==> src/rtl/vend_pkg.sv <==
// Shared types and default sizing for the vending intake path.
package vend_pkg;

   localparam int unsigned NICKEL_DEPTH_DEF  = 10;
   localparam int unsigned DIME_DEPTH_DEF    = 5;
   localparam int unsigned QUARTER_DEPTH_DEF = 3;
   localparam int unsigned DOLLAR_DEPTH_DEF  = 1;
   localparam int unsigned SALE_CNT_W_DEF    = 16;

   typedef enum logic [1:0] {
      NICKEL  = 2'd0,
      DIME    = 2'd1,
      QUARTER = 2'd2,
      DOLLAR  = 2'd3
   } coin_t;

   typedef enum logic [1:0] {
      IDLE   = 2'd0,
      SALE   = 2'd1,
      REFUND = 2'd2
   } stacker_state_t;

   // One ejected coin event: valid strobe plus denomination.
   typedef struct packed {
      logic  valid;
      coin_t kind;
   } coin_evt_t;

endpackage

==> src/rtl/coin_stacker_if.sv <==
// Coin intake / stack / eject bus between the stacker and its neighbours.
interface coin_stacker_if #(
   parameter int unsigned NICKEL_DEPTH  = vend_pkg::NICKEL_DEPTH_DEF,
   parameter int unsigned DIME_DEPTH    = vend_pkg::DIME_DEPTH_DEF,
   parameter int unsigned QUARTER_DEPTH = vend_pkg::QUARTER_DEPTH_DEF,
   parameter int unsigned DOLLAR_DEPTH  = vend_pkg::DOLLAR_DEPTH_DEF,
   parameter int unsigned SALE_CNT_W    = vend_pkg::SALE_CNT_W_DEF
);
   import vend_pkg::*;

   logic                     coin_valid;
   coin_t                    coin_type;
   logic                     refund_req;
   logic                     vend;
   logic [NICKEL_DEPTH-1:0]  nickels;
   logic [DIME_DEPTH-1:0]    dimes;
   logic [QUARTER_DEPTH-1:0] quarters;
   logic [DOLLAR_DEPTH-1:0]  dollars;
   logic                     refunding;
   logic                     coin_reject;
   logic                     eject_valid;
   coin_t                    eject_type;
   logic                     sale_pulse;
   logic [SALE_CNT_W-1:0]    sale_count;

   modport master (
      output coin_valid, coin_type, refund_req, vend,
      input  nickels, dimes, quarters, dollars, refunding, coin_reject,
             eject_valid, eject_type, sale_pulse, sale_count
   );

   modport slave (
      input  coin_valid, coin_type, refund_req, vend,
      output nickels, dimes, quarters, dollars, refunding, coin_reject,
             eject_valid, eject_type, sale_pulse, sale_count
   );

endinterface

==> src/rtl/thermo_stack.sv <==
// Thermometer-coded coin stack; bit 0 fills first. Priority clr > pop > push.
module thermo_stack #(
   parameter int unsigned DEPTH = 4
) (
   input  logic             clock,
   input  logic             reset_n,
   input  logic             push,
   input  logic             pop,
   input  logic             clr,
   output logic [DEPTH-1:0] q,
   output logic             full,
   output logic             empty
);

   // Shift-in of a one keeps the code contiguous for any DEPTH, including 1.
   always_ff @(posedge clock or negedge reset_n) begin
      if (!reset_n) begin
         q <= '0;
      end else if (clr) begin
         q <= '0;
      end else if (pop) begin
         q <= q >> 1;
      end else if (push) begin
         q <= (q << 1) | DEPTH'(1);
      end
   end

   assign full  = q[DEPTH-1];
   assign empty = ~q[0];

endmodule

==> src/rtl/coin_stacker.sv <==
// Coin intake stage: stacks accepted coins, commits sales on vend, ejects on refund.
module coin_stacker
   import vend_pkg::*;
#(
   parameter int unsigned NICKEL_DEPTH  = NICKEL_DEPTH_DEF,
   parameter int unsigned DIME_DEPTH    = DIME_DEPTH_DEF,
   parameter int unsigned QUARTER_DEPTH = QUARTER_DEPTH_DEF,
   parameter int unsigned DOLLAR_DEPTH  = DOLLAR_DEPTH_DEF,
   parameter int unsigned SALE_CNT_W    = SALE_CNT_W_DEF
) (
   input  logic          clock,
   input  logic          reset_n,
   coin_stacker_if.slave bus
);

   localparam int unsigned NUM_COINS = 4;

   stacker_state_t          state_q, state_nxt;
   logic [NUM_COINS-1:0]    push, pop, full, empty;
   logic                    clr;
   logic                    last;

   logic [NICKEL_DEPTH-1:0]  nickel_q;
   logic [DIME_DEPTH-1:0]    dime_q;
   logic [QUARTER_DEPTH-1:0] quarter_q;
   logic [DOLLAR_DEPTH-1:0]  dollar_q;

   logic                  refunding_q, refunding_nxt;
   logic                  coin_reject_q, coin_reject_nxt;
   coin_evt_t             eject_q, eject_nxt;
   logic                  sale_pulse_q, sale_pulse_nxt;
   logic [SALE_CNT_W-1:0] sale_count_q, sale_count_nxt;

   thermo_stack #(.DEPTH(NICKEL_DEPTH)) u_nickel (
      .clock  (clock),
      .reset_n(reset_n),
      .push   (push[NICKEL]),
      .pop    (pop[NICKEL]),
      .clr    (clr),
      .q      (nickel_q),
      .full   (full[NICKEL]),
      .empty  (empty[NICKEL])
   );

   thermo_stack #(.DEPTH(DIME_DEPTH)) u_dime (
      .clock  (clock),
      .reset_n(reset_n),
      .push   (push[DIME]),
      .pop    (pop[DIME]),
      .clr    (clr),
      .q      (dime_q),
      .full   (full[DIME]),
      .empty  (empty[DIME])
   );

   thermo_stack #(.DEPTH(QUARTER_DEPTH)) u_quarter (
      .clock  (clock),
      .reset_n(reset_n),
      .push   (push[QUARTER]),
      .pop    (pop[QUARTER]),
      .clr    (clr),
      .q      (quarter_q),
      .full   (full[QUARTER]),
      .empty  (empty[QUARTER])
   );

   thermo_stack #(.DEPTH(DOLLAR_DEPTH)) u_dollar (
      .clock  (clock),
      .reset_n(reset_n),
      .push   (push[DOLLAR]),
      .pop    (pop[DOLLAR]),
      .clr    (clr),
      .q      (dollar_q),
      .full   (full[DOLLAR]),
      .empty  (empty[DOLLAR])
   );

   // Next-state, stack controls and next values of the registered outputs.
   always_comb begin
      state_nxt       = state_q;
      push            = '0;
      pop             = '0;
      clr             = 1'b0;
      last            = 1'b0;
      coin_reject_nxt = 1'b0;
      eject_nxt       = '0;
      sale_pulse_nxt  = 1'b0;
      sale_count_nxt  = sale_count_q;

      unique case (state_q)
         IDLE: begin
            if (bus.vend) begin
               state_nxt       = SALE;
               coin_reject_nxt = bus.coin_valid;
            end else if (bus.refund_req && !(&empty)) begin
               state_nxt       = REFUND;
               coin_reject_nxt = bus.coin_valid;
            end else if (bus.coin_valid) begin
               if (full[bus.coin_type]) begin
                  coin_reject_nxt = 1'b1;
               end else begin
                  push[bus.coin_type] = 1'b1;
               end
            end
         end

         SALE: begin
            clr             = 1'b1;
            sale_pulse_nxt  = 1'b1;
            sale_count_nxt  = sale_count_q + SALE_CNT_W'(1);
            coin_reject_nxt = bus.coin_valid;
            state_nxt       = IDLE;
         end

         REFUND: begin
            coin_reject_nxt = bus.coin_valid;
            // Highest denomination first; leave once the popped coin was the final one.
            if (!empty[DOLLAR]) begin
               pop[DOLLAR]     = 1'b1;
               eject_nxt.valid = 1'b1;
               eject_nxt.kind  = DOLLAR;
               last = ((dollar_q >> 1) == '0) && empty[QUARTER] && empty[DIME] && empty[NICKEL];
            end else if (!empty[QUARTER]) begin
               pop[QUARTER]    = 1'b1;
               eject_nxt.valid = 1'b1;
               eject_nxt.kind  = QUARTER;
               last = ((quarter_q >> 1) == '0) && empty[DIME] && empty[NICKEL];
            end else if (!empty[DIME]) begin
               pop[DIME]       = 1'b1;
               eject_nxt.valid = 1'b1;
               eject_nxt.kind  = DIME;
               last = ((dime_q >> 1) == '0) && empty[NICKEL];
            end else if (!empty[NICKEL]) begin
               pop[NICKEL]     = 1'b1;
               eject_nxt.valid = 1'b1;
               eject_nxt.kind  = NICKEL;
               last = ((nickel_q >> 1) == '0);
            end else begin
               last = 1'b1;
            end
            if (last) begin
               state_nxt = IDLE;
            end
         end

         default: begin
            state_nxt = IDLE;
         end
      endcase

      refunding_nxt = (state_nxt == REFUND);
   end

   always_ff @(posedge clock or negedge reset_n) begin
      if (!reset_n) begin
         state_q       <= IDLE;
         refunding_q   <= 1'b0;
         coin_reject_q <= 1'b0;
         eject_q       <= '0;
         sale_pulse_q  <= 1'b0;
         sale_count_q  <= '0;
      end else begin
         state_q       <= state_nxt;
         refunding_q   <= refunding_nxt;
         coin_reject_q <= coin_reject_nxt;
         eject_q       <= eject_nxt;
         sale_pulse_q  <= sale_pulse_nxt;
         sale_count_q  <= sale_count_nxt;
      end
   end

   assign bus.nickels     = nickel_q;
   assign bus.dimes       = dime_q;
   assign bus.quarters    = quarter_q;
   assign bus.dollars     = dollar_q;
   assign bus.refunding   = refunding_q;
   assign bus.coin_reject = coin_reject_q;
   assign bus.eject_valid = eject_q.valid;
   assign bus.eject_type  = eject_q.kind;
   assign bus.sale_pulse  = sale_pulse_q;
   assign bus.sale_count  = sale_count_q;

endmodule
==> src/flat_wrapper.sv <==
// flat-port wrapper written by rule: the top's interface ports become plain ports
module coin_stacker_flat import vend_pkg::*;
#(
   parameter int unsigned NICKEL_DEPTH  = NICKEL_DEPTH_DEF,
   parameter int unsigned DIME_DEPTH    = DIME_DEPTH_DEF,
   parameter int unsigned QUARTER_DEPTH = QUARTER_DEPTH_DEF,
   parameter int unsigned DOLLAR_DEPTH  = DOLLAR_DEPTH_DEF,
   parameter int unsigned SALE_CNT_W    = SALE_CNT_W_DEF
)
  (clock, reset_n, bus_coin_valid, bus_coin_type, bus_refund_req, bus_vend, bus_nickels, bus_dimes, bus_quarters, bus_dollars, bus_refunding, bus_coin_reject, bus_eject_valid, bus_eject_type, bus_sale_pulse, bus_sale_count);
  coin_stacker_if #(.NICKEL_DEPTH(NICKEL_DEPTH), .DIME_DEPTH(DIME_DEPTH), .QUARTER_DEPTH(QUARTER_DEPTH), .DOLLAR_DEPTH(DOLLAR_DEPTH), .SALE_CNT_W(SALE_CNT_W)) bus_i ();
  input  logic clock;
  input  logic reset_n;
  input wire logic [$bits(bus_i.coin_valid)-1:0] bus_coin_valid;
  input wire logic [$bits(bus_i.coin_type)-1:0] bus_coin_type;
  input wire logic [$bits(bus_i.refund_req)-1:0] bus_refund_req;
  input wire logic [$bits(bus_i.vend)-1:0] bus_vend;
  output wire logic [$bits(bus_i.nickels)-1:0] bus_nickels;
  output wire logic [$bits(bus_i.dimes)-1:0] bus_dimes;
  output wire logic [$bits(bus_i.quarters)-1:0] bus_quarters;
  output wire logic [$bits(bus_i.dollars)-1:0] bus_dollars;
  output wire logic [$bits(bus_i.refunding)-1:0] bus_refunding;
  output wire logic [$bits(bus_i.coin_reject)-1:0] bus_coin_reject;
  output wire logic [$bits(bus_i.eject_valid)-1:0] bus_eject_valid;
  output wire logic [$bits(bus_i.eject_type)-1:0] bus_eject_type;
  output wire logic [$bits(bus_i.sale_pulse)-1:0] bus_sale_pulse;
  output wire logic [$bits(bus_i.sale_count)-1:0] bus_sale_count;
  assign bus_i.coin_valid = bus_coin_valid;
  assign bus_i.coin_type = bus_coin_type;
  assign bus_i.refund_req = bus_refund_req;
  assign bus_i.vend = bus_vend;
  assign bus_nickels = bus_i.nickels;
  assign bus_dimes = bus_i.dimes;
  assign bus_quarters = bus_i.quarters;
  assign bus_dollars = bus_i.dollars;
  assign bus_refunding = bus_i.refunding;
  assign bus_coin_reject = bus_i.coin_reject;
  assign bus_eject_valid = bus_i.eject_valid;
  assign bus_eject_type = bus_i.eject_type;
  assign bus_sale_pulse = bus_i.sale_pulse;
  assign bus_sale_count = bus_i.sale_count;
  coin_stacker #(.NICKEL_DEPTH(NICKEL_DEPTH), .DIME_DEPTH(DIME_DEPTH), .QUARTER_DEPTH(QUARTER_DEPTH), .DOLLAR_DEPTH(DOLLAR_DEPTH), .SALE_CNT_W(SALE_CNT_W)) u_core (.clock(clock), .reset_n(reset_n), .bus(bus_i));
endmodule
==> config.mk <==
export PLATFORM = sky130hd
export DESIGN_NAME = coin_stacker_flat
export DESIGN_NICKNAME = d
export VERILOG_FILES = /design/src/rtl/vend_pkg.sv /design/src/rtl/coin_stacker_if.sv /design/src/rtl/thermo_stack.sv /design/src/rtl/coin_stacker.sv /design/src/flat_wrapper.sv
export SDC_FILE = /design/constraint.sdc
export NUM_CORES = 1
export LEC_CHECK = 0
export CORE_ASPECT_RATIO = 1.4
export CORE_UTILIZATION = 44
export DETAILED_ROUTE_END_ITERATION = 16
export PLACE_DENSITY = 0.71
export SLEW_MARGIN = 30
export SYNTH_ARGS = -nofsm -noshare
export SYNTH_HDL_FRONTEND = slang
export SYNTH_SLANG_ARGS = --single-unit
==> constraint.sdc <==
create_clock -name clock -period 2.6 [get_ports clock]
set_input_delay 0.26 -clock clock [delete_from_list [all_inputs] [get_ports clock]]
set_output_delay 0.26 -clock clock [all_outputs]
set_load 0.005 [all_outputs]
==> qor.csv, run 1 <==
metric,value,unit
drc_errors,0,
setup_viol,0,
peakVddDrop,0.6655,mV
die_w,62.33,um
gr-total-overflow,0,
syn_nets,225,
grt_max_degree,44,
cts.repair.resized,0,
clk_pin_slew,0.08,ns
synth_ff_type,dfrtp_1,
rows,30,
initial_core_util,45.95,%
fin_crit_sh,87.16,%
critPathSlowestCell,o41a_1,
synthCells,213,
max-clock-path-buffers,2,
synth_cell_types,47,
io_buffers,47,
worstPathRequired,2.78,ns
postRouteAntennaNets,0,
grt_pass1_wl,8480,um
max_freq,441.3,MHz
hold_path.class,input pin to asynchronous set/reset pin,
async_reset_ff_share,100.0,%
antenna_found_initial,0,
critical-path-max-stage-delay,0.52,ns
tns,0,ns
synth_seq_area_share,47.99,%
violations,hold timing,
root_buffer,clkbuf_8,
power,2.866,mW
worstMarginPinSlew,0.5890,ns
period_needed,2.266,ns
clock-sinks,43,
start_kind,register,
critPathKind,register to register,
diodes,0,
final_nets,278,
synth_edf_count,0,
insertion_delay,0.29,ns
area_growth_syn_to_layout,30.47,%
yosysWarnings,0,
drt_iter0_markers,77,
cts_hold_buf,0,
seqPwrFrac,36.6,%
syn_area_per_cell,10.53,um2
final_cell_mix,"clkdlybuf4s50_1 (46), dfrtp_1 (43), buf_4 (14)",
p_clk_share,17.4,%
synth-seq-cells,43,
drv_cap,0,
rsz0062_at_grt,no,
cts_tree,built,
dp_hpwl,3607,um
boundaryPins,48,
path_buf_inv,1,
cp_max_fo,5,
die_area,5389,um2
switching_share,35.70,%
die_h,86.47,um
crit_chain,"o41a_1, a2111oi_4, a311oi_1, buf_4, a221oi_1",
p_per_area,979.8,nW/um2
hold_viol_final,43,
power.internal,1.843,mW
outcome,"finished, violations left",
vias,1831,
post_cts_buffers,0,
syn_area,2242,um2
vias_per_cell,5.548,
p_leak,1.242,nW
coreArea,4880,um2
drtPass1Iterations,4,
place_congestion,0.7976,
skew,0.005753,ns
wl_per_cell,15.27,um
cp_data_arrival_time,2.45,ns
layout_commonest_cell,clkdlybuf4s50_1,
fin_util,59.95,%
switching_power,1.023,mW
numCtsBuffers,5,
grt_usage,19.85,%
pwr-share-comb,46.0,%
max_slew_margin,60.73,%
cts_max_level,2,
drive_gt1_share,13.91,%
first_global_vias,1781,
cp_top_family,compound AO/OA/AOI/OAI gates,
drv_slew,0,
end_kind,register,
wl,5039,um
whs,-0.04569,ns
path summary, 6_finish.rpt:
kind	startpoint	endpoint	slack, ns	depth (start not counted)
setup / recovery	u_core.u_nickel.q[0]	u_core.u_dime.q[0]	0.33	5
hold reg to reg	u_core.bus.sale_count[15]	u_core.bus.sale_count[15]	0.47	1
min in group clock	u_core.bus.sale_count[15]	u_core.bus.sale_count[15]	0.47	1
hold / removal	reset_n	u_core.u_nickel.q[7]	-0.05	1
max in group asynchronous	reset_n	u_core.bus.sale_count[5]	2.28	1
setup reg to reg	u_core.u_nickel.q[0]	u_core.u_dime.q[0]	0.33	5
Yosys cell counts, types with 2 or more instances:
library cell,instances,area (um2)
and3_1,2,12.51
inv_1,7,26.28
xor2_1,6,52.55
nand4_1,6,37.54
a21oi_1,11,55.05
nor3_1,9,45.04
o21a_1,2,15.01
ha_1,5,62.56
buf_4,3,22.52
nand2b_1,2,12.51
a31oi_1,2,12.51
clkbuf_1,10,37.54
nor4_1,3,18.77
o41a_1,3,33.78
nor2_1,13,48.80
nor2b_1,3,18.77
mux2_2,12,135.1
o21ai_0,9,45.04
nand2_1,12,45.04
dfrtp_1,43,1076
a41oi_1,2,17.52
nor3b_1,3,22.52
nand3_1,10,50.05
xnor2_1,9,78.83
mux2i_1,3,30.03
and4_1,2,17.52
stage by stage:
stage	hold slack (ns)	cells	area [um2]	worst slack, ns
after floorplan	-0.03559	213	2242	0.3417
after global placement	0.4589	323	2820	0.1885
after CTS	0.1561	330	2923	0.3312
final	-0.04569	330	2925	0.3337
after global routing	0.0002309	330	2925	0.1632
after detailed placement	0.4651	323	2820	0.1472
final cells by class:
class / count / area [um2]
clock buffers: 6 / 72.57
clock inverters: 1 / 30.03
fillers: 428 / 1954
inverters: 7 / 26.28
multi-input cells: 149 / 1075
flip-flops and latches: 43 / 1076
well taps: 64 / 80.08
repair buffers: 60 / 565.5
power by group through the flow:
stage | clock, mW | combinational [mW] | sequential (mW)
global placement | 0 | 1.30 | 1.06
CTS | 0.517 | 1.32 | 1.05
global route | 0.544 | 1.44 | 1.08
finish | 0.499 | 1.32 | 1.05
detailed placement | 0 | 1.31 | 1.06
floorplan | 0 | 0.702 | 1.05
cell families (layout without fill, tap and decap cells):
kind of cell               Yosys count  in the layout  synth area share [%]
and+or+nand+nor                     70             70                 16.46
AOI/OAI and AO/OA                   44             44                 15.46
DFF                                 43             43                 47.99
buffers and inverters               21             74                 4.074
xor gates and xnor gates            15             15                 5.860
muxes                               15             15                 7.366
adders and majority gates            5              5                 2.790
registers in the layout, summed over array words and instances (netlist names):
| signal | flops |
|---|---|
| u_core.bus.sale_count | 16 |
| u_core.u_nickel.q | 10 |
| u_core.u_dime.q | 5 |
| u_core.u_quarter.q | 3 |
| u_core.bus.eject_type | 2 |
| u_core.state_q | 2 |
| u_core.bus.coin_reject | 1 |
| u_core.bus.eject_valid | 1 |
| u_core.bus.refunding | 1 |
| u_core.bus.sale_pulse | 1 |
| u_core.u_dollar.full | 1 |
metal layers:
metal | wire (um) | vias up | GRT usage, %
li1 | - | 876 | -
met5 | 0 | - | 0
met1 | 2172 | 902 | 24.60
met2 | 2606 | 44 | 34.67
met3 | 146 | 9 | 3.289
met4 | 112 | 0 | 7.611
(Power assumes the default switching activity.)
==> run 2: changes to the inputs <==
GPL_ROUTABILITY_DRIVEN = 1   (was not set)
==> results of run 2 <==
Final layout, timing and power as in run 1 (identical DEF).
